### src/rtl/apb_master_arbiter_pkg.sv
// Shared types for the APB master arbiter.
// Holds the transfer FSM states and index-width helper.
package apb_master_arbiter_pkg;

  typedef enum logic [1:0] {
    IDLE_ST,
    SETUP_ST,
    ACCESS_ST,
    DONE_ST
  } apb_master_states_e;

  function automatic int idx_w(input int n);
    return (n > 1) ? $clog2(n) : 1;
  endfunction

endpackage

### src/rtl/apb_master_arbiter_rr.sv
// Round-robin grant selection, purely combinational.
// Rotates requests past last_grant, picks the lowest, rotates back.
module rr_arbiter
  import apb_master_arbiter_pkg::*;
#(
  parameter int NUM_REQ = 4,
  localparam int IW = idx_w(NUM_REQ)
) (
  input  logic [NUM_REQ-1:0] req,
  input  logic [IW-1:0]      last_grant,
  output logic [NUM_REQ-1:0] grant,
  output logic [IW-1:0]      grant_idx,
  output logic               any_grant
);

  logic [NUM_REQ-1:0] rot;
  logic [IW-1:0]      pos;
  logic               found;

  // rotate so that the requester after last_grant sits at bit 0
  always_comb begin
    rot = '0;
    for (int i = 0; i < NUM_REQ; i++) begin
      rot[i] = req[IW'((int'(last_grant) + 1 + i) % NUM_REQ)];
    end
  end

  // priority-encode the lowest set bit of the rotated vector
  always_comb begin
    pos   = '0;
    found = 1'b0;
    for (int i = NUM_REQ - 1; i >= 0; i--) begin
      if (rot[i]) begin
        pos   = IW'(i);
        found = 1'b1;
      end
    end
  end

  assign any_grant = found;
  assign grant_idx =
    IW'((int'(last_grant) + 1 + int'(pos)) % NUM_REQ);
  assign grant = found ? (NUM_REQ'(1) << grant_idx) : '0;

endmodule

### src/rtl/apb_master_arbiter.sv
// Shares one APB master port among several requesters.
// Round-robin grant, then SETUP/ACCESS/DONE with optional timeout.
module apb_master_arbiter
  import apb_master_arbiter_pkg::*;
#(
  parameter int NUM_REQ     = 4,
  parameter int ADDR_W      = 32,
  parameter int DATA_W      = 32,
  parameter int TIMEOUT_CYC = 255
) (
  input  logic                      clk,
  input  logic                      rst,
  input  logic [NUM_REQ-1:0]        req_valid_i,
  output logic [NUM_REQ-1:0]        req_ready_o,
  input  logic [NUM_REQ-1:0]        req_write_i,
  input  logic [NUM_REQ*ADDR_W-1:0] req_addr_i,
  input  logic [NUM_REQ*DATA_W-1:0] req_wdata_i,
  output logic [NUM_REQ-1:0]        resp_valid_o,
  output logic [DATA_W-1:0]         resp_rdata_o,
  output logic                      resp_err_o,
  output logic                      psel_o,
  output logic                      penable_o,
  output logic                      pwrite_o,
  output logic [ADDR_W-1:0]         paddr_o,
  output logic [DATA_W-1:0]         pwdata_o,
  input  logic [DATA_W-1:0]         prdata_i,
  input  logic                      pready_i,
  input  logic                      pslverr_i
);

  localparam int IW = idx_w(NUM_REQ);
  localparam int CW =
    (TIMEOUT_CYC > 0) ? $clog2(TIMEOUT_CYC + 1) : 1;
  localparam bit TO_EN = (TIMEOUT_CYC != 0);
  localparam logic [CW-1:0] TO_LAST =
    CW'((TIMEOUT_CYC > 0) ? TIMEOUT_CYC - 1 : 0);
  localparam logic [IW-1:0] LAST_RST = IW'(NUM_REQ - 1);

  apb_master_states_e state;

  logic [IW-1:0]      last_grant;
  logic [IW-1:0]      cur_idx;
  logic [NUM_REQ-1:0] grant;
  logic [IW-1:0]      arb_idx;
  logic               any_grant;
  logic [CW-1:0]      cnt;
  logic               timed_out;

  rr_arbiter #(
    .NUM_REQ (NUM_REQ)
  ) u_rr (
    .req        (req_valid_i),
    .last_grant (last_grant),
    .grant      (grant),
    .grant_idx  (arb_idx),
    .any_grant  (any_grant)
  );

  // accept pulse mirrors the grant only while idle
  assign req_ready_o =
    (state == IDLE_ST && !rst) ? grant : '0;

  // counter hitting its last value means this cycle is the final wait
  assign timed_out = TO_EN && (cnt == TO_LAST);

  // transfer sequencer with registered APB and response outputs
  always_ff @(posedge clk) begin
    if (rst) begin
      state        <= IDLE_ST;
      psel_o       <= 1'b0;
      penable_o    <= 1'b0;
      pwrite_o     <= 1'b0;
      paddr_o      <= '0;
      pwdata_o     <= '0;
      resp_valid_o <= '0;
      resp_rdata_o <= '0;
      resp_err_o   <= 1'b0;
      last_grant   <= LAST_RST;
      cur_idx      <= '0;
      cnt          <= '0;
    end else begin
      unique case (state)
        IDLE_ST: begin
          if (any_grant) begin
            pwrite_o  <= req_write_i[arb_idx];
            paddr_o   <= req_addr_i[arb_idx*ADDR_W +: ADDR_W];
            pwdata_o  <= req_wdata_i[arb_idx*DATA_W +: DATA_W];
            cur_idx   <= arb_idx;
            psel_o    <= 1'b1;
            penable_o <= 1'b0;
            state     <= SETUP_ST;
          end
        end
        SETUP_ST: begin
          penable_o <= 1'b1;
          cnt       <= '0;
          state     <= ACCESS_ST;
        end
        ACCESS_ST: begin
          if (pready_i) begin
            resp_rdata_o <= pwrite_o ? '0 : prdata_i;
            resp_err_o   <= pslverr_i;
            resp_valid_o <= NUM_REQ'(1) << cur_idx;
            psel_o       <= 1'b0;
            penable_o    <= 1'b0;
            state        <= DONE_ST;
          end else if (timed_out) begin
            resp_rdata_o <= '0;
            resp_err_o   <= 1'b1;
            resp_valid_o <= NUM_REQ'(1) << cur_idx;
            psel_o       <= 1'b0;
            penable_o    <= 1'b0;
            state        <= DONE_ST;
          end else begin
            cnt <= cnt + 1'b1;
          end
        end
        DONE_ST: begin
          resp_valid_o <= '0;
          last_grant   <= cur_idx;
          state        <= IDLE_ST;
        end
        default: begin
          state <= IDLE_ST;
        end
      endcase
    end
  end

endmodule

### config.mk
export PLATFORM = sky130hd
export DESIGN_NAME = apb_master_arbiter
export DESIGN_NICKNAME = d
export VERILOG_FILES = /design/src/rtl/apb_master_arbiter_pkg.sv /design/src/rtl/apb_master_arbiter_rr.sv /design/src/rtl/apb_master_arbiter.sv
export SDC_FILE = /design/constraint.sdc
export NUM_CORES = 1
export LEC_CHECK = 0
export CORE_AREA = 2 2 157 159
export DETAILED_ROUTE_END_ITERATION = 8
export DIE_AREA = 0 0 159 161
export SYNTH_ARGS = -nofsm -noshare
export SYNTH_HDL_FRONTEND = slang
export SYNTH_SLANG_ARGS = --single-unit
### constraint.sdc
create_clock -name clk -period 9.3 [get_ports clk]
set_input_delay 2.79 -clock clk [delete_from_list [all_inputs] [get_ports clk]]
set_output_delay 2.79 -clock clk [all_outputs]
set_load 0.02 [all_outputs]
* Word level (Yosys, flattened, before mapping)
Cells that the tools add are included.
** Cells by class
- Add/subtract/negate cells :: 6
- $lt $le $gt $ge :: 5
- Equal/unequal tests :: 8
- Shift-type cells :: 4
- Multiplexer cells :: 45
- Reductions and logical operators :: 15
** Operators by type and width (count)
- $shiftx 128x8->32 :: 2
- $mux 32 :: 3
- $mux 1 :: 19
- $lt 2x4->1 const B :: 4
- $mux 4 :: 4
- $mux 8 :: 2
- $pmux 8 s2 :: 1
- $mux 2 :: 7
- $bmux 1 s2 :: 5
- $reduce_and 3->1 :: 3
- $add 8x1->8 const B :: 1
- $eq 8x8->1 const B :: 1
- $pmux 2 s4 :: 1
- $pmux 4 s2 :: 1
- $reduce_and 2->1 :: 4
- $reduce_bool 2->1 :: 4
- $shl 1x2->4 const A :: 2
- $add 2x1->2 const B :: 2
- $add 2x2->2 const B :: 2
- $eq 2x2->1 const B :: 2
- $ne 2x2->1 const B :: 2
- $lt 2x3->1 const B :: 1
- $ne 3x3->1 const B :: 1
- $pmux 1 s3 :: 1
- other kinds (8) :: 8
** Word-level totals
- Register bits after elaboration :: 118
- Input port bits :: 300
- Output and inout port bits :: 108
- Logic and storage cells :: 95

* Depth between registers and ports, before layout
- Depth in word-level cells :: 13
- Mapped depth :: 13
- Gate-level depth less buffers :: 11

* Modules after synthesis
A second synthesis with hierarchy kept.
** Second synthesis, totals
- Cell total of the unflattened synthesis :: 668
- Area total of the unflattened synthesis :: 6423.7 µm²
** By module, submodules not included
- apb_master_arbiter :: times used 1, cells an instance 630, area each 6163.4 µm², seq. area each 2362.3 µm²
- rr_arbiter :: times used 1, cells an instance 38, area each 260.2 µm², seq. area each 0.0 µm²

* Worst setup path before layout
OpenSTA, ideal clock, no wires.
- Kind :: input-to-output
- Start :: input req_valid_i[1]
- End :: output req_ready_o[0]
- Arrival time :: 4832 ps
- Required time :: 6510 ps
- Path slack :: 1678 ps
- Stages on the path :: 9
- Buffers on the path :: 2
- Path through :: buf_2 -> or4_1 -> o2111ai_1 -> ha_1 -> xnor2_1 -> xnor2_1 -> xnor2_2 -> buf_2 -> nor3_1
** Between the ends
- Cells in the longest elaborated chain, start to end :: 11
- Elaborated cells between the ends (all ways) :: 24
- Those cells by class :: add/sub: 1; shift: 1; mux: 22
** RTL lines
- start, declared :: RTL line apb_master_arbiter.sv:13 : input logic [NUM_REQ-1:0] req_valid_i,
- $bmux 1 s2 :: RTL line apb_master_arbiter_rr.sv:24 : rot[i] = req[IW'((int'(last_grant) + 1 + i) % NUM_REQ)];
- $mux 1 (not written as such) (2 in series) :: RTL line apb_master_arbiter_rr.sv:24
- $mux 2 (4 in series) :: RTL line apb_master_arbiter_rr.sv:33 : if (rot[i]) begin
- $add 2x2->2 :: RTL line apb_master_arbiter_rr.sv:42 : IW'((int'(last_grant) + 1 + int'(pos)) % NUM_REQ);
- $shl 1x2->4 :: RTL line apb_master_arbiter_rr.sv:43 : assign grant = found ? (NUM_REQ'(1) << grant_idx) : '0;
- $mux 4 * :: RTL line apb_master_arbiter_rr.sv:43
- $mux 4 * :: RTL line apb_master_arbiter.sv:61 : (state == IDLE_ST && !rst) ? grant : '0;
- end, declared :: RTL line apb_master_arbiter.sv:14 : output logic [NUM_REQ-1:0] req_ready_o,
Every way passes the cells marked *; elsewhere a longest branch is shown, timed or not. The select of a mux whose other input is x is not followed.

* Final worst setup path
- Start :: input req_valid_i[2]
- End :: output req_ready_o[3]
The elaborated chain is that of the path after synthesis.

==> impl_metrics.csv <==
group,metric,value,unit
clock_tree,cts_hold_buffers,0,
min_path,hp-start,"resp_err_o$_SDFFE_PP0P_",
yosys,synthesis.nets,1076,
placed_design,post-dp-hpwl,21.13,mm
critical_path,start_kind,"primary input",
critical_path,regToRegStartpoint,"last_grant[0]$_SDFFE_PP1P_",
yosys,synthXorXnorAreaFrac,0.7434,%
route,wl_per_cell,19.21,µm
sta,slew_violations,0,
clock_tree,post_cts_resize_count,0,
finish,fin_util,49.30,%
clock_tree,clock_latency,420,ps
yosys,synth_fa_ha_area_share,1.451,%
yosys,ys_seq_area_share,34.23,%
route,drt-pass1-iter-count,4,
pwr,leakage,0.004379,µW
floorplan,core_area,23960,µm²
yosys,synth-simple-area-share,17.35,%
global_route,grt_pass1_wl,43.17,mm
placed_design,routabilityCongestion,0.8481,
placed_design,dp.cells,1447,
sta,fmax,117.1,MHz
finish,areaGrowthSynthToFinish,71.19,%
clock_tree,cts_buffers,17,
floorplan,initial_core_util,28.80,%
min_path,hold_path.class,"reg -> reg",
sta,period_share,91.81,%
floorplan,ios,408,
critical_path,rr_endpoint,"pwrite_o$_SDFFE_PP0P_",
clock_tree,clkTransAtPathRegs,60,ps
global_route,overflow,0,
yosys,synthArstFlopShare,0,%
critical_path,crit_type,"in -> out",
pwr,power,3582,µW
sta,finalSetupViolCount,0,
yosys,synth_edf_count,0,
global_route,first_global_vias,7210,
critical_path,cp-end-kind,"output pin",
critical_path,critPathMaxFanout,11,
sta,rsz0062_at_grt,"false",
clock_tree,tritoncts,"yes",
sta,slew_headroom,27.00,%
finish,instances_no_fill,1482,
job,maxCapViolCount,0,
yosys,synth_top_family_by_area,"compound AO/OA/AOI/OAI gates",
sta,skew,9.919,ps
yosys,ys_warn_count,0,
outcome,outcome,"completed",
yosys,synth_compound_area_share,20.71,%
global_route,grt_max_degree,72,
yosys,synthFlopType,"dfxtp_1",
finish,drive_gt1_share,16.02,%
sta,period_needed,8538,ps
placed_design,io_buffers,407,
clock_tree,clock-sinks,118,
floorplan,fp.dieH,161,µm
floorplan,die_area,25600,µm²
global_route,antenna_found_initial,4,
yosys,synth_cell_type_count,40,
yosys,netlist_area,6900,µm²
critical_path,crit_arrival,5750,ps
finish,nets,1450,
pwr,power_density,303.3,nW/µm²
critical_path,ff2ff_path_depth,10,
route,antenna_left,0,
route,drt_iter0_drc,353,
yosys,syn_avg_cell_area,8.985,µm²
route,finalWirelength,28.48,mm
sta,hold_violations,0,
yosys,synthCells,768,
critical_path,regToRegSetupSlack,5020,ps
route,vias,7144,
pwr,ir_drop,209.5,µV
min_path,whs_path_depth,2,
route,vias_per_cell,4.821,
route,drc,0,
floorplan,rows,57,
yosys,yosys-mux-area-fraction,20.33,%
sta,tightest_slew,1095,ps
sta,tns,0,ps
clock_tree,htreeDepth,4,
clock_tree,postCtsSetupRepairBufs,0,
min_path,hold_path_end,"resp_err_o$_SDFFE_PP0P_",
yosys,synth-seq-cells,118,
floorplan,die_w,159,µm
clock_tree,cts_root_buf,"clkbuf_16",
global_route,track_usage,21.83,%
critical_path,cp.required,6510,ps
clock_tree,clockBufferDepth,2,
routing by layer:
| layer | routed length [µm] | global-route usage [%] | vias to the layer above |
|---|---|---|---|
| met5 | 13 | 0 | - |
| met4 | 440 | 6.405 | 2 |
| met3 | 2291 | 8.141 | 26 |
| met2 | 14140 | 37.43 | 248 |
| met1 | 11590 | 25.52 | 3355 |
| li1 | - | - | 3513 |
synth_stat cells, drive strengths merged (3+ instances only):
cell | count | share of area, %
a2111oi | 65 | 14
a211oi | 4 | 0.44
a21oi | 14 | 1.0
a22oi | 32 | 3.5
a31oi | 4 | 0.36
buf | 34 | 3.0
clkbuf | 31 | 1.7
dfxtp | 118 | 34
ha | 8 | 1.5
inv | 10 | 0.54
mux2 | 65 | 11
mux2i | 67 | 9.7
nand2 | 12 | 0.65
nand2b | 4 | 0.36
nand3 | 5 | 0.36
nor2 | 255 | 14
nor2b | 3 | 0.27
nor3 | 7 | 0.51
nor4 | 3 | 0.27
o21ai | 4 | 0.29
xnor2 | 4 | 0.62
report_power, final:
part           leakage, µW  switching [µW]  internal, µW  total (µW)
sequential        0.000971             106           687         792
clock             0.000287             280           401         681
combinational      0.00312            1170           943        2110
total              0.00438            1550          2030        3580
flip-flops by register name (all words and copies together) (netlist names):
signal,cells
paddr_o,32
pwdata_o,32
resp_rdata_o,32
cnt,8
resp_valid_o,4
cur_idx,2
last_grant,2
state,2
penable_o,1
psel_o,1
pwrite_o,1
resp_err_o,1
metrics by stage:
stage	worst slack, ps	hold WS (ps)	cell area [µm²]
floorplan	1678	437.5	6900
global placement	793.1	439.4	11210
detailed placement	740.0	447.9	11210
CTS	717.6	461.8	11810
global route	560.1	497.8	11810
finish	761.7	458.6	11810
cell usage in the layout (no fill, tap or decap), types with 4 or more instances in the layout:
master / n
a211oi_1: 4
buf_4: 13
a21oi_1: 14
clkdlybuf4s50_1: 406
clkbuf_16: 17
a31oi_1: 4
clkinv_4: 4
inv_1: 9
a22oi_1: 32
nor2_1: 253
mux2_2: 65
nand2_1: 11
nand3_1: 5
ha_1: 8
inv_6: 5
mux2i_1: 67
dfxtp_1: 118
a2111oi_2: 65
nor3_1: 7
worst max-delay path: stages:
cell and delay, ps:
clkdlybuf4s50_1 590, nor2_1 100, or4_1 400, o2111ai_1 110, ha_1 190, xnor2_1 140
xnor2_1 170, xnor2_4 400, and3_1 230, clkdlybuf4s50_1 620
cells by family (layout without fill, tap and decap cells):
group,Yosys count,after routing
AND/OR/NAND/NOR,299,299
multiplexers,132,132
AO/OA/AOI/OAI,131,131
flip-flops,118,118
buffers and inverters,75,462
adder cells (fa/ha/maj),8,8
XOR/XNOR,5,5
other,0,3
worst max path at each step:
stage | start | endpoint | slack, ps | cells past startpoint
after global placement | req_valid_i[3] | req_ready_o[3] | 790 | 9
after global routing | req_valid_i[2] | req_ready_o[2] | 560 | 10
final | req_valid_i[2] | req_ready_o[3] | 760 | 10
after CTS | req_valid_i[2] | req_ready_o[2] | 720 | 10
after floorplan | req_valid_i[1] | req_ready_o[0] | 1680 | 9
after detailed placement | req_valid_i[2] | req_ready_o[2] | 740 | 10
final cells by class:
| class | instances | area (µm²) |
|---|---|---|
| Clock buffer | 17 | 425.4 |
| Sequential cell | 118 | 2362 |
| Fill cell | 2324 | 12150 |
| Clock inverter | 15 | 170.2 |
| Antenna cell | 3 | 7.507 |
| Timing Repair Buffer | 420 | 4173 |
| Tap cell | 324 | 405.4 |
| Multi-Input combinational cell | 575 | 4232 |
| Inverter | 10 | 37.54 |
No activity file was read; power rests on OpenSTA's default activity.
